`src/rtl/sync_config_loader.sv`:
```
// Burst loader: reads sync ticks, sync time and the cycle table from BRAM on a SYNC_REQ edge, then commits them.
// Optional macro SYNC_LOADER_ZERO_CHECK_EN replaces zero cycle words with all-ones and raises a sticky CYCLE_ERR.
module sync_config_loader #(
    parameter int          WIDTH      = 13,
    parameter int          DEPTH      = 249,
    parameter int          RD_LATENCY = 2,
    parameter logic [15:0] ADDR_TICKS = 16'h0010,
    parameter logic [15:0] ADDR_TIME  = 16'h0011,
    parameter logic [15:0] ADDR_CYCLE = 16'h0100
) (
    input  logic             CLK,
    input  logic             RST,
    input  logic             SYNC_REQ,
    output logic             BRAM_EN,
    output logic [15:0]      BRAM_ADDR,
    input  logic [15:0]      BRAM_DOUT,
    output logic [15:0]      ECAT_SYNC_CYCLE_TICKS,
    output logic [63:0]      ECAT_SYNC_TIME,
    output logic             CYCLE_WE,
    output logic [7:0]       CYCLE_IDX,
    output logic [WIDTH-1:0] CYCLE_DATA,
    output logic             SYNC_SET,
    output logic             BUSY,
    output logic             CYCLE_ERR
);

    localparam int         N        = 5 + DEPTH;
    localparam logic [8:0] LAST_SEQ = 9'(N - 1);
    localparam logic [8:0] ALL_SEQ  = 9'(N);

    typedef enum logic [1:0] {
        S_IDLE,
        S_ISSUE,
        S_DRAIN,
        S_COMMIT
    } state_t;

    state_t           r_state;
    state_t           w_next;
    logic             r_req_d;
    logic             r_pending;
    logic [8:0]       r_issue_cnt;
    logic [8:0]       r_ret_cnt;
    logic [15:0]      r_addr;
    logic             w_edge;
    logic             w_start;

    logic             r_dl_vld [RD_LATENCY];
    logic [8:0]       r_dl_seq [RD_LATENCY];
    logic             w_ret_vld;
    logic [8:0]       w_ret_seq;
    logic [1:0]       w_time_lane;
    logic [WIDTH-1:0] w_cycle_raw;
    logic [WIDTH-1:0] w_cycle_val;

    logic [15:0]      r_ticks_sh;
    logic [63:0]      r_time_sh;
    logic [15:0]      r_ticks;
    logic [63:0]      r_time;
    logic             r_cycle_we;
    logic [7:0]       r_cycle_idx;
    logic [WIDTH-1:0] r_cycle_data;

    // Word address for each burst position: ticks, four time words, then the cycle table.
    function automatic logic [15:0] addr_of(input logic [8:0] seq);
        if (seq == 9'd0)
            return ADDR_TICKS;
        else if (seq < 9'd5)
            return ADDR_TIME + 16'(seq - 9'd1);
        else
            return ADDR_CYCLE + 16'(seq - 9'd5);
    endfunction

    assign w_edge  = SYNC_REQ & ~r_req_d;
    assign w_start = (w_next == S_ISSUE) && (r_state != S_ISSUE);

    always_comb begin
        // NOTE: default first so every path assigns w_next and no latch is inferred.
        w_next = r_state;
        case (r_state)
            S_IDLE:   if (w_edge) w_next = S_ISSUE;
            S_ISSUE:  if (r_issue_cnt == LAST_SEQ) w_next = S_DRAIN;
            S_DRAIN:  if (r_ret_cnt == ALL_SEQ) w_next = S_COMMIT;
            S_COMMIT: w_next = (r_pending || w_edge) ? S_ISSUE : S_IDLE;
            default:  w_next = S_IDLE;
        endcase
    end

    // NOTE: sequential state uses non-blocking assignments so every register samples pre-edge values.
    always_ff @(posedge CLK) begin
        if (RST) begin
            r_state     <= S_IDLE;
            r_req_d     <= 1'b0;
            r_pending   <= 1'b0;
            r_issue_cnt <= '0;
            r_addr      <= '0;
        end else begin
            r_state <= w_next;
            r_req_d <= SYNC_REQ;
            if (w_start)
                r_pending <= 1'b0;
            else if (w_edge && r_state != S_IDLE)
                r_pending <= 1'b1;
            if (w_start) begin
                r_issue_cnt <= '0;
                r_addr      <= addr_of(9'd0);
            end else if (r_state == S_ISSUE && r_issue_cnt != LAST_SEQ) begin
                r_issue_cnt <= r_issue_cnt + 9'd1;
                r_addr      <= addr_of(r_issue_cnt + 9'd1);
            end
        end
    end

    // Return tagging follows BRAM latency only, independent of FSM state.
    always_ff @(posedge CLK) begin
        if (RST) begin
            for (int i = 0; i < RD_LATENCY; i++) r_dl_vld[i] <= 1'b0;
        end else begin
            r_dl_vld[0] <= BRAM_EN;
            for (int i = 1; i < RD_LATENCY; i++) r_dl_vld[i] <= r_dl_vld[i-1];
        end
    end

    // NOTE: sequence payload needs no reset; it is ignored whenever its valid bit is clear.
    always_ff @(posedge CLK) begin
        r_dl_seq[0] <= r_issue_cnt;
        for (int i = 1; i < RD_LATENCY; i++) r_dl_seq[i] <= r_dl_seq[i-1];
    end

    assign w_ret_vld   = r_dl_vld[RD_LATENCY-1];
    assign w_ret_seq   = r_dl_seq[RD_LATENCY-1];
    assign w_time_lane = 2'(w_ret_seq - 9'd1);
    assign w_cycle_raw = BRAM_DOUT[WIDTH-1:0];

`ifdef SYNC_LOADER_ZERO_CHECK_EN
    logic w_cycle_zero;
    logic r_cycle_err;

    assign w_cycle_zero = (w_cycle_raw == '0);
    assign w_cycle_val  = w_cycle_zero ? '1 : w_cycle_raw;

    always_ff @(posedge CLK) begin
        if (RST)
            r_cycle_err <= 1'b0;
        else if (w_start)
            r_cycle_err <= 1'b0;
        else if (w_ret_vld && w_ret_seq >= 9'd5 && w_cycle_zero)
            r_cycle_err <= 1'b1;
    end

    assign CYCLE_ERR = r_cycle_err;
`else
    assign w_cycle_val = w_cycle_raw;
    assign CYCLE_ERR   = 1'b0;
`endif

    always_ff @(posedge CLK) begin
        if (RST) begin
            r_ret_cnt    <= '0;
            r_ticks_sh   <= '0;
            r_time_sh    <= '0;
            r_ticks      <= '0;
            r_time       <= '0;
            r_cycle_we   <= 1'b0;
            r_cycle_idx  <= '0;
            r_cycle_data <= '0;
        end else begin
            r_cycle_we <= 1'b0;
            if (w_start)
                r_ret_cnt <= '0;
            else if (w_ret_vld)
                r_ret_cnt <= r_ret_cnt + 9'd1;
            if (w_ret_vld) begin
                if (w_ret_seq == 9'd0) begin
                    r_ticks_sh <= BRAM_DOUT;
                end else if (w_ret_seq < 9'd5) begin
                    r_time_sh[{w_time_lane, 4'b0000} +: 16] <= BRAM_DOUT;
                end else begin
                    r_cycle_we   <= 1'b1;
                    r_cycle_idx  <= 8'(w_ret_seq - 9'd5);
                    r_cycle_data <= w_cycle_val;
                end
            end
            // Sync fields update together, on the edge that enters COMMIT.
            if (r_state == S_DRAIN && w_next == S_COMMIT) begin
                r_ticks <= r_ticks_sh;
                r_time  <= r_time_sh;
            end
        end
    end

    assign BRAM_EN               = (r_state == S_ISSUE);
    assign BRAM_ADDR             = r_addr;
    assign ECAT_SYNC_CYCLE_TICKS = r_ticks;
    assign ECAT_SYNC_TIME        = r_time;
    assign CYCLE_WE              = r_cycle_we;
    assign CYCLE_IDX             = r_cycle_idx;
    assign CYCLE_DATA            = r_cycle_data;
    assign SYNC_SET              = (r_state == S_COMMIT);
    assign BUSY                  = (r_state != S_IDLE);

endmodule

```
`config.mk`:
```
export PLATFORM = sky130hd
export DESIGN_NAME = sync_config_loader
export DESIGN_NICKNAME = d
export VERILOG_FILES = /design/src/rtl/sync_config_loader.sv
export SDC_FILE = /design/constraint.sdc
export NUM_CORES = 1
export LEC_CHECK = 0
export CAP_MARGIN = 20
export CORE_ASPECT_RATIO = 1.25
export CORE_MARGIN = 10
export CORE_UTILIZATION = 55
export CTS_CLUSTER_DIAMETER = 30
export CTS_CLUSTER_SIZE = 16
export DETAILED_ROUTE_END_ITERATION = 12
export GPL_ROUTABILITY_DRIVEN = 0
export PLACE_DENSITY = 0.86
export SLEW_MARGIN = 20
export SYNTH_ARGS = -nofsm -noshare
export SYNTH_HDL_FRONTEND = slang
export SYNTH_SLANG_ARGS = --single-unit
```
`constraint.sdc`:
```
create_clock -name CLK -period 7 [get_ports CLK]
set_clock_uncertainty 0.15 [all_clocks]
set_input_delay 1.4 -clock CLK [delete_from_list [all_inputs] [get_ports CLK]]
set_output_delay 1.4 -clock CLK [all_outputs]
set_load 0.005 [all_outputs]
```
==> summary.txt, run 1 <==
Placement
  • HPWL after detailed placement: 16,000 microns
  • Buffers added on ports: roughly 140

Synthesis
  • Post-Synthesis Cells: 1,112
  • Dominant synthesized flop cell: dfxtp_1
  • Flop and latch count out of synthesis: about 240
  • Count leader, synth: nand2_1
  • Mux contribution to synthesized area: less than 1%
  • Post-Syn Nets: approximately 1,100
  • Number of flops mapped to enable cells by yosys: 0
  • Library cells used by synthesis: 62
  • Register area share after synthesis: 51.9%
  • Mean Syn Cell Area: between 8 and 9 sq um
  • Post-Synth Simple-Gate Area: about a quarter
  • Cell Area, Synth: 0.00906 sq mm
  • Share of the synthesized area in the top cell type: between 50 and 60%
  • Post-synth ARST share: 0%
  • Yosys warnings: 0
  • Main combinational cell family by area after synthesis: simple AND/OR/NAND/NOR gates
  • Xor-xnor portion of the synthesized cell area: 2.90%
  • Yosys top cell by area: dfxtp_1
  • Post-Synth Adder-Cell Area: 1.66%
  • Largest cells by area after synthesis: dfxtp_1 52%, nand2_1 13%, a21oi_1 10%
  • Most frequent cells after synthesis: 318 x nand2_1, 235 x dfxtp_1, 189 x a21oi_1, 81 x nand3_1, 58 x clkbuf_1
  • Synth Area in Compound Gates: 14.8%

Worst hold path
  • Hold EP: r_dl_seq[0][10]
  • Hold_sp: r_dl_seq[0][1]
  • Worst hold path class: reg2reg
  • Hold Path Depth: 0

Worst setup path
  • Worst reg-to-reg setup slack: 3.33 ns
  • Cell chain of the critical path: ha_1 -> nand3_2 -> or4_4 -> nand3_1 -> a21boi_0 -> ha_1 -> o21ai_0 -> o21ai_0 -> a21oi_1
  • Reg2reg start: r_issue_cnt[0]
  • Worst r2r dst: BRAM_ADDR[9]
  • Worst Setup SP: r_issue_cnt[0]
  • R2r worst-path depth: 9
  • Req. time, crit path: 7.26 ns
  • Worst setup EP type: register
  • Crit path max-delay family: simple AND/OR/NAND/NOR gates
  • Kind of critical path: reg2reg
  • Critical Path AT: 3.93 ns
  • Worst Path Max Fanout: 18
  • Buffers & Inverters on Critical Path: 0
  • Crit-path max cell delay: slightly above 0.7 ns
  • Critical-path top delay cell: dfxtp_1
  • Worst setup SP type: register

STA
  • Worst slew pin tran: about 1.0 ns
  • Fmax: ~270 MHz
  • Tcrit/Tclk final: 52.5%
  • Final Critical Period: 3.67 ns
  • Setup TNS: 0 ns
  • Setup-failing EPs final: 0
  • Pins Over Slew Limit: 0
  • RSZ-0062 raised after global routing: false
  • Final Hold Viols: 0
  • Slew headroom: 32.0%

Outcome
  • Outcome: finished, final reports clean

Detailed routing
  • DRC Markers: 0
  • DR vias: around 8,000
  • Final wirelength: ~25,000 microns
  • Antenna violation net count after detailed routing: 0
  • 1st-pass router iterations: 7
  • Number of vias per cell: 5.67
  • Wire per inst: 17.1 microns
  • Initial drt markers: about 800

Power and ir drop
  • Total power: 3.17 mW
  • VDD IR max: 216 uV
  • Leak pwr: between 3 and 4 nW
  • Pwr/cell area: 275 mW/mm^2

Clock tree
  • CTS tree: done
  • Cts bufs inserted: 34
  • Post-cts resize count: 0
  • CTS Hold Buffers Added: 0
  • Clk slew on worst S/H paths: 0.06 ns
  • Clock Tree Buf Depth: 3
  • Clk root buf: clkbuf_16
  • Post-CTS Setup Bufs: 0
  • H-Tree Depth: 2
  • Clock sink count: 235
  • Skew-Pair Late Insertion Delay: 0.51 ns

Run
  • Max cap viols: 0

Floorplanning
  • Die width: 135 microns
  • Core area: 0.0162 sq mm
  • Initial core utilization: approximately 56%
  • Site Rows: between 50 and 60
  • I/O Pins: 141
  • Die H: 164 microns
  • Die area: 0.0220 sq mm

Cells and area
  • Final Util: between 70% and 80%
  • Ant diodes: 0
  • Fin nets: 1,243
  • Area delta synth->final: 27.4%
  • Layout filler cell count: 1,145
  • Layout cells sized above 1: 6.95%

GRT
  • First-pass GRT wire length: slightly below 40,000 microns
  • Initial antenna violation count: 0
  • Largest net degree at the start of global routing: 100
  • Number of global-route vias before repair: 7,815
  • Grt total ovfl: 0
  • Gr usage total: 21.7%
[placed cells by master, fill, tap and decap left out, types with 4 or more instances in the layout]
cell type	Yosys	routed
buf_4	7	8
inv_8	0	4
clkbuf_8	5	4
and2_1	8	8
clkdlybuf4s50_1	0	138
nor4_1	4	4
clkbuf_16	0	34
xnor2_1	14	14
xor2_1	16	16
nand3_1	81	80
nand2_1	318	318
o31ai_1	6	5
inv_6	0	10
dfxtp_1	235	235
ha_1	12	12
nor2_1	45	45
nor2b_1	5	5
a211oi_1	8	8
nand4_1	7	7
a21oi_1	189	189
o21ai_0	15	15
nor3_1	7	7
inv_1	8	8
[sequential cells by signal, indices dropped and copies added (netlist names), 8 cells and up]
signal,count
ECAT_SYNC_TIME,64
r_time_sh,64
r_dl_seq,18
ECAT_SYNC_CYCLE_TICKS,16
r_ticks_sh,16
CYCLE_DATA,13
BRAM_ADDR,11
r_issue_cnt,9
r_ret_cnt,9
CYCLE_IDX,8
[routing by layer]
metal	share of wire [%]	routed length [microns]	GRT usage, %
met4	5.1	1260	12.2
met2	48	12000	35.7
met1	38	9450	25.3
met5	0	0	0
met3	8.9	2210	5.47
[logic make-up (layout without fill, tap and decap cells)]
family	after synthesis	count (layout)
buffers and inverters	92	217
DFF	235	235
AOI/OAI and AO/OA	242	242
xor gates and xnor gates	30	30
other	1	1
adders and majority gates	12	12
and+or+nand+nor	499	499
muxes	1	1
[worst max-delay path by stage]
stage	endpoint	cells past startpoint
after global placement	BRAM_ADDR[3]	8
after global routing	BRAM_ADDR[9]	9
after CTS	BRAM_ADDR[9]	9
after detailed placement	BRAM_ADDR[3]	8
after floorplan	r_issue_cnt[8]	6
final	BRAM_ADDR[9]	9
[cell type report]
cell class	count	area, sq um	share of cell area (%)
clock buffer	40	913	7.91
clock inverter	21	240	2.08
inverter	8	30.0	0.260
multi-input combinational	785	3920	34.0
sequential	235	4700	40.8
tap	216	270	2.34
timing repair buffer	148	1460	12.7
[per-stage QoR]
stage / setup slack (ns) / hold WS, ns / instances / instance area (sq um)
after floorplan: 4.24 / 0.160 / 1112 / 9060
after global placement: 3.23 / 0.160 / 1391 / 10400
after detailed placement: 3.21 / 0.162 / 1391 / 10400
after CTS: 3.36 / 0.172 / 1452 / 11500
after global routing: 3.09 / 0.176 / 1453 / 11500
final: 3.33 / 0.174 / 1453 / 11500
[where the power goes]
group	internal [mW]	switching, mW	leakage (nW)
registers	1.35	0.0109	1.89
logic	0.0365	0.0824	1.40
clock network	1.04	0.654	0.571
total	2.43	0.747	3.87
(Power assumes the default switching activity.)
==> run 2, diff against run 1 <==
--- a/config.mk
+++ b/config.mk
@@ -8,12 +8,12 @@
 export CAP_MARGIN = 20
 export CORE_ASPECT_RATIO = 1.25
 export CORE_MARGIN = 10
-export CORE_UTILIZATION = 55
+export CORE_UTILIZATION = 48
 export CTS_CLUSTER_DIAMETER = 30
 export CTS_CLUSTER_SIZE = 16
 export DETAILED_ROUTE_END_ITERATION = 12
 export GPL_ROUTABILITY_DRIVEN = 0
-export PLACE_DENSITY = 0.86
+export PLACE_DENSITY = 0.8
 export SLEW_MARGIN = 20
 export SYNTH_ARGS = -nofsm -noshare
 export SYNTH_HDL_FRONTEND = slang
==> constraint.sdc (replaced) <==
create_clock -name CLK -period 3.15 [get_ports CLK]
set_clock_uncertainty 0.15 [all_clocks]
set_input_delay 0.63 -clock CLK [delete_from_list [all_inputs] [get_ports CLK]]
set_output_delay 0.63 -clock CLK [all_outputs]
set_load 0.005 [all_outputs]
==> summary.txt, run 2 (synthesis gave the netlist of run 1 again) <==
Outcome
  • Outcome: finished, final reports clean

Floorplanning
  • Die H: 174 microns (+6.2%)
  • Die width: 143 microns (+6.0%)
  • Core area: 0.0186 sq mm (+15%)
  • Site Rows: 56 (+7.7%)
  • Initial core utilization: 48.6% (-7.3 points)
  • I/O Pins: 141 (unchanged)
  • Die area: 0.0248 sq mm (+13%)

STA
  • Setup-failing EPs final: 0 (unchanged)
  • Setup WS post-layout: 0.241 ns (-3.09 ns)
  • Final Hold Viols: 0 (unchanged)
  • Worst slew pin tran: 1.07 ns (+0.0544 ns)
  • Final Critical Period: 2.91 ns (-0.764 ns)
  • RSZ-0062 raised after global routing: false
  • Fmax: 344 MHz (+26%)
  • Pins Over Slew Limit: 0 (unchanged)
  • Setup TNS: 0 ns (unchanged)
  • Slew headroom: 28.4% (-3.6 points)
  • Tcrit/Tclk final: 92.4% (+40 points)

GRT
  • Gr usage total: 19.3% (-2.5 points)
  • Largest net degree at the start of global routing: 188 (+88%)
  • Number of global-route vias before repair: 7,614 (-2.6%)
  • First-pass GRT wire length: 39,300 microns (-0.23%)
  • Initial antenna violation count: 0 (unchanged)
  • Grt total ovfl: 0 (unchanged)

Placement
  • Buffers added on ports: 139 (unchanged)
  • Post-Place Setup Slack: 0.324 ns (-2.89 ns)
  • Cell area after placement: 0.0105 sq mm (+1.2%)
  • HPWL after detailed placement: 16,500 microns (+3.3%)

Cells and area
  • Post-route cell area: 0.0116 sq mm (+0.43%)
  • Final Util: 62.2% (-9.0 points)
  • Most common cell after layout, fill and taps aside: nand2_1
  • Area delta synth->final: 27.9%
  • Layout cells sized above 1: 7.70% (+0.75 points)
  • Ant diodes: 0 (unchanged)
  • Most frequent cells in the layout: 318 x nand2_1, 235 x dfxtp_1, 189 x a21oi_1, 138 x clkdlybuf4s50_1, 80 x nand3_1
  • Fin nets: 1,252 (+0.72%)

Worst setup path
  • Worst Path Max Fanout: 17 (-1)
  • Worst setup SP type: register
  • Crit-path most repeated cell: o21ai_0
  • Req. time, crit path: 3.42 ns (-3.84 ns)
  • Worst setup EP type: register
  • Critical-path top delay cell: dfxtp_1
  • Crit path max-delay family: compound AO/OA/AOI/OAI gates
  • Kind of critical path: reg2reg
  • Buffers & Inverters on Critical Path: 1 (+1)
  • Crit-path max cell delay: 0.52 ns (-0.19 ns)
  • Cell chain of the critical path: ha_1 -> buf_4 -> a21boi_0 -> o21ai_0 -> nand2_1 -> nand2_1 -> xnor2_1 -> ha_1 -> o21ai_0 -> o21ai_0 -> a21oi_1
  • Critical Path AT: 3.18 ns (-0.75 ns)

Detailed routing
  • Antenna violation net count after detailed routing: 0 (unchanged)
  • Number of vias per cell: 5.49 (-3.2%)
  • DRC Markers: 0 (unchanged)
  • Wire per inst: 16.9 microns (-1.1%)
  • Final wirelength: 25,000 microns (+0.57%)
  • Initial drt markers: 765 (-5.6%)
  • DR vias: 8,112 (-1.6%)
  • 1st-pass router iterations: 5 (-2)

Clock tree
  • Clock Tree Buf Depth: 3 (unchanged)
  • Skew-Pair Late Insertion Delay: 0.50 ns (about the same)
  • CTS Hold Buffers Added: 0 (unchanged)
  • Post-cts resize count: 0 (unchanged)
  • Post-CTS Setup Bufs: 0 (unchanged)
  • Clk root buf: clkbuf_16
  • CTS tree: done
  • H-Tree Depth: 2 (unchanged)
  • Clock sink count: 235 (unchanged)
  • Clk slew on worst S/H paths: 0.06 ns (about the same)
  • Cts bufs inserted: 34 (unchanged)

Worst hold path
  • Worst hold path class: reg2reg

Power and ir drop
  • Pwr/cell area: 589 mW/mm^2 (+110%)
  • Total power: 6.83 mW (+120%)
  • VDD IR max: 501 uV (+130%)
  • Leak pwr: 3.87 nW (+0.20%)

Run
  • Max cap viols: 0 (unchanged)
[run 2: cell count changes in the layout (fill, tap and decap cells not counted), sizes merged]
cell and delta:
clkinv +5, clkbuf -1, clkinvlp +6, bufinv -2
buf +9, inv -8
[run 2: layer usage]
layer  GRT usage [%]  vias up  routed length (microns)
li1                -     3937                        -
met1            22.4     3798                    10100
met2            32.7      319                    12300
met3            4.99       58                     1860
met4            7.75        0                      777
met5               0        -                        0
[run 2: worst paths after layout]
| check | start | end | slack, ns | cells after the start |
|---|---|---|---|---|
| max | r_issue_cnt[1] | BRAM_ADDR[9] | 0.24 | 11 |
| min | r_dl_seq[0][3] | r_dl_seq[0][12] | 0.17 | 0 |
| min reg2reg | r_dl_seq[0][3] | r_dl_seq[0][12] | 0.17 | 0 |
| max reg2reg | r_issue_cnt[1] | BRAM_ADDR[9] | 0.24 | 11 |
[run 2: power breakdown]
group	internal (mW)	switching [mW]	leakage [nW]	total, mW
clock network	2.14	1.40	0.525	3.54
registers	2.99	0.0202	1.89	3.02
logic	0.0883	0.190	1.45	0.278
total	5.22	1.61	3.87	6.83
[run 2: stage by stage]
step	cells	hold slack, ns
detailed placement	1417	0.162
CTS	1478	0.172
global route	1478	0.177
floorplan	1112	0.160
global placement	1417	0.160
finish	1478	0.173
[run 2: final cells by class]
cell class,instances,area [sq um]
timing repair buffer,157,1550
fill,1563,7040
clock buffer,39,921
multi-input combinational,785,3920
clock inverter,22,174
tap,232,290
inverter,8,30.0
sequential,235,4700
==> run 3, diff against run 2 <==
--- a/config.mk
+++ b/config.mk
@@ -7,13 +7,14 @@
 export LEC_CHECK = 0
 export CAP_MARGIN = 20
 export CORE_ASPECT_RATIO = 1.25
-export CORE_MARGIN = 10
-export CORE_UTILIZATION = 48
+export CORE_MARGIN = 4
+export CORE_UTILIZATION = 55
 export CTS_CLUSTER_DIAMETER = 30
 export CTS_CLUSTER_SIZE = 16
 export DETAILED_ROUTE_END_ITERATION = 12
 export GPL_ROUTABILITY_DRIVEN = 0
-export PLACE_DENSITY = 0.8
+export PLACE_DENSITY = 0.86
+export REMOVE_ABC_BUFFERS = 1
 export SLEW_MARGIN = 20
 export SYNTH_ARGS = -nofsm -noshare
 export SYNTH_HDL_FRONTEND = slang
==> constraint.sdc (replaced) <==
create_clock -name CLK -period 3.4 [get_ports CLK]
set_clock_uncertainty 0.15 [all_clocks]
set_input_delay 0.68 -clock CLK [delete_from_list [all_inputs] [get_ports CLK]]
set_output_delay 0.68 -clock CLK [all_outputs]
set_load 0.005 [all_outputs]
==> summary.txt, run 3 (synthesis gave the netlist of run 1 again) <==
Outcome
  • Outcome: finished, final reports clean

Worst setup path
  • Buffers & Inverters on Critical Path: 0 (-1)
  • Worst Path Max Fanout: 11 (-6)
  • Cell chain of the critical path: ha_1 -> nand3_2 -> or4_4 -> nand3_1 -> a21boi_0 -> ha_1 -> o21ai_0 -> o21ai_0 -> a21oi_1
  • Worst reg-to-reg setup slack: 0.33 ns (+0.09 ns)
  • Crit-path max cell delay: 0.61 ns (+0.09 ns)
  • Kind of critical path: reg2reg
  • Worst setup SP type: register
  • Critical Path AT: 3.37 ns (+0.19 ns)
  • Worst r2r dst: BRAM_ADDR[9]
  • Req. time, crit path: 3.71 ns (+0.29 ns)
  • Worst setup EP type: register
  • Crit path max-delay family: simple AND/OR/NAND/NOR gates
  • Critical-path top delay cell: or4_4
  • Reg2reg start: r_issue_cnt[1]
  • R2r worst-path depth: 9 (-2)

Cells and area
  • Final non-filler cell total: 1,453 (-1.7%)
  • Fin nets: 1,244 (-0.64%)
  • Layout filler cell count: 1,197 (-23%)
  • Most frequent cells in the layout: 318 x nand2_1, 235 x dfxtp_1, 189 x a21oi_1, 138 x clkdlybuf4s50_1, 80 x nand3_1
  • Area delta synth->final: 26.6%
  • Final Util: 70.8% (+8.6 points)
  • Layout cells sized above 1: 6.95% (-0.75 points)
  • Ant diodes: 0 (unchanged)
  • Most common cell after layout, fill and taps aside: nand2_1

STA
  • Pins Over Slew Limit: 0 (unchanged)
  • Final Critical Period: 3.07 ns (+0.159 ns)
  • Slew headroom: 28.6% (+0.16 points)
  • Setup WS post-layout: 0.332 ns (+0.0915 ns)
  • Setup-failing EPs final: 0 (unchanged)
  • RSZ-0062 raised after global routing: false
  • Tcrit/Tclk final: 90.2% (-2.1 points)
  • Fmax: 326 MHz (-5.2%)
  • Worst slew pin tran: 1.07 ns (-0.00238 ns)
  • Final Hold Viols: 0 (unchanged)
  • Setup TNS: 0 ns (unchanged)

Power and ir drop
  • Pwr/cell area: 541 mW/mm^2 (-8.2%)
  • Int Pwr: 4.73 mW (-9.5%)
  • Clock power frac: 51.0% (-0.8 points)
  • Net switching power: 1.48 mW (-8.3%)
  • Combinational Power Share: 4.1% (about the same)
  • Flop pwr share: 45.0% (+0.9 points)
  • Total power: 6.21 mW (-9.2%)
  • VDD IR max: 505 uV (+0.77%)
  • Leak pwr: 3.82 nW (-1.4%)
  • Switching share of power: 23.8% (+0.23 points)

GRT
  • First-pass GRT wire length: 37,900 microns (-3.5%)
  • Initial antenna violation count: 0 (unchanged)
  • Grt total ovfl: 0 (unchanged)
  • Number of global-route vias before repair: 7,651 (+0.49%)
  • Largest net degree at the start of global routing: 146 (-22%)
  • Gr usage total: 25.1% (+5.8 points)

Clock tree
  • Skew-Pair Late Insertion Delay: 0.54 ns (+0.04 ns)
  • CTS Hold Buffers Added: 0 (unchanged)
  • Cts bufs inserted: 31 (-8.8%)
  • Clk slew on worst S/H paths: 0.06 ns (about the same)
  • Post-cts resize count: 0 (unchanged)
  • CTS tree: done
  • Clock Tree Buf Depth: 3 (unchanged)
  • Clk root buf: clkbuf_16
  • H-Tree Depth: 1 (-1)
  • Post-CTS Setup Bufs: 0 (unchanged)
  • Clock sink count: 235 (unchanged)

Placement
  • HPWL after detailed placement: 15,200 microns (-8.1%)
  • Post-Place Setup Slack: 0.457 ns (+0.133 ns)
  • Placed cells: 1,396 (-1.5%)
  • Buffers added on ports: 139 (unchanged)

Floorplanning
  • Site Rows: 52 (-7.1%)
  • Core area: 0.0162 sq mm (-13%)
  • I/O Pins: 141 (unchanged)
  • Initial core utilization: 55.9% (+7.3 points)
  • Die H: 152 microns (-13%)
  • Die width: 123 microns (-14%)
  • Die area: 0.0186 sq mm (-25%)

Run
  • Max cap viols: 0 (unchanged)

Detailed routing
  • Number of vias per cell: 5.61 (+2.2%)
  • WL met3: 2020 microns (+8.4%)
  • Uppermost layer routed: met4
  • DR vias: 8,152 (+0.49%)
  • Wire per inst: 16.5 microns (-2.9%)
  • DRC Markers: 0 (unchanged)
  • Antenna violation net count after detailed routing: 0 (unchanged)
  • Met2 WL: 11,600 microns (-5.4%)
  • Initial drt markers: 943 (+23%)
  • 1st-pass router iterations: 5 (unchanged)
  • WL met1: 9580 microns (-5.3%)
  • Final wirelength: 23,900 microns (-4.5%)

Worst hold path
  • Hold_sp: r_dl_seq[0][7]
  • Worst hold path class: reg2reg
  • Hold Path Depth: 0 (unchanged)
  • Hold EP: r_dl_seq[0][16]
run 3: cell count changes in the layout (fill, tap and decap cells not counted), sizes merged:
cell | previous run | this run
clkinvlp | 6 | 3
bufinv | 0 | 2
inv | 14 | 19
clkbuf | 39 | 33
clkinv | 10 | 8
buf | 19 | 14
run 3: area by class of cell:
type                            instances  area [sq um]  share of cell area [%]
Sequential cell                       235          4700                    41.0
Inverter                                8          30.0                   0.262
Timing Repair Buffer                  152          1510                    13.2
Clock inverter                         24           249                    2.17
Multi-Input combinational cell        785          3920                    34.2
Tap cell                              216           270                    2.36
Clock buffer                           33           783                    6.83
run 3: worst max path at each step:
stage	startpoint	end	cells after the start	slack (ns)
4_1_cts	r_issue_cnt[1]	BRAM_ADDR[9]	9	0.37
6_report	r_issue_cnt[1]	BRAM_ADDR[9]	9	0.33
5_1_grt	r_issue_cnt[1]	BRAM_ADDR[9]	11	0.06
2_1_floorplan	r_issue_cnt[0]	BRAM_ADDR[9]	9	0.38
3_5_place_dp	r_issue_cnt[1]	BRAM_ADDR[9]	9	0.46
3_3_place_gp	r_issue_cnt[1]	BRAM_ADDR[9]	9	0.61
run 3: power by group through the flow:
stage	Combinational (mW)	Clock (mW)	Sequential, mW
after floorplan	0.0968	0	2.85
after global placement	0.244	0	2.85
after detailed placement	0.246	0	2.85
after CTS	0.249	3.19	2.79
after global routing	0.270	3.35	2.79
final	0.253	3.16	2.79
run 3: routing by layer:
layer / up-vias / GRT usage (%)
li1: 3926 / -
met3: 53 / 4.08
met4: 0 / 8.24
met5: - / 0
met1: 3796 / 31.9
met2: 377 / 43.3
run 3: per-stage QoR:
| stage | hold slack [ns] | area [sq um] |
|---|---|---|
| floorplan | 0.160 | 8640 |
| global placement | 0.160 | 10400 |
| detailed placement | 0.162 | 10400 |
| CTS | 0.177 | 11500 |
| global route | 0.179 | 11500 |
| finish | 0.174 | 11500 |
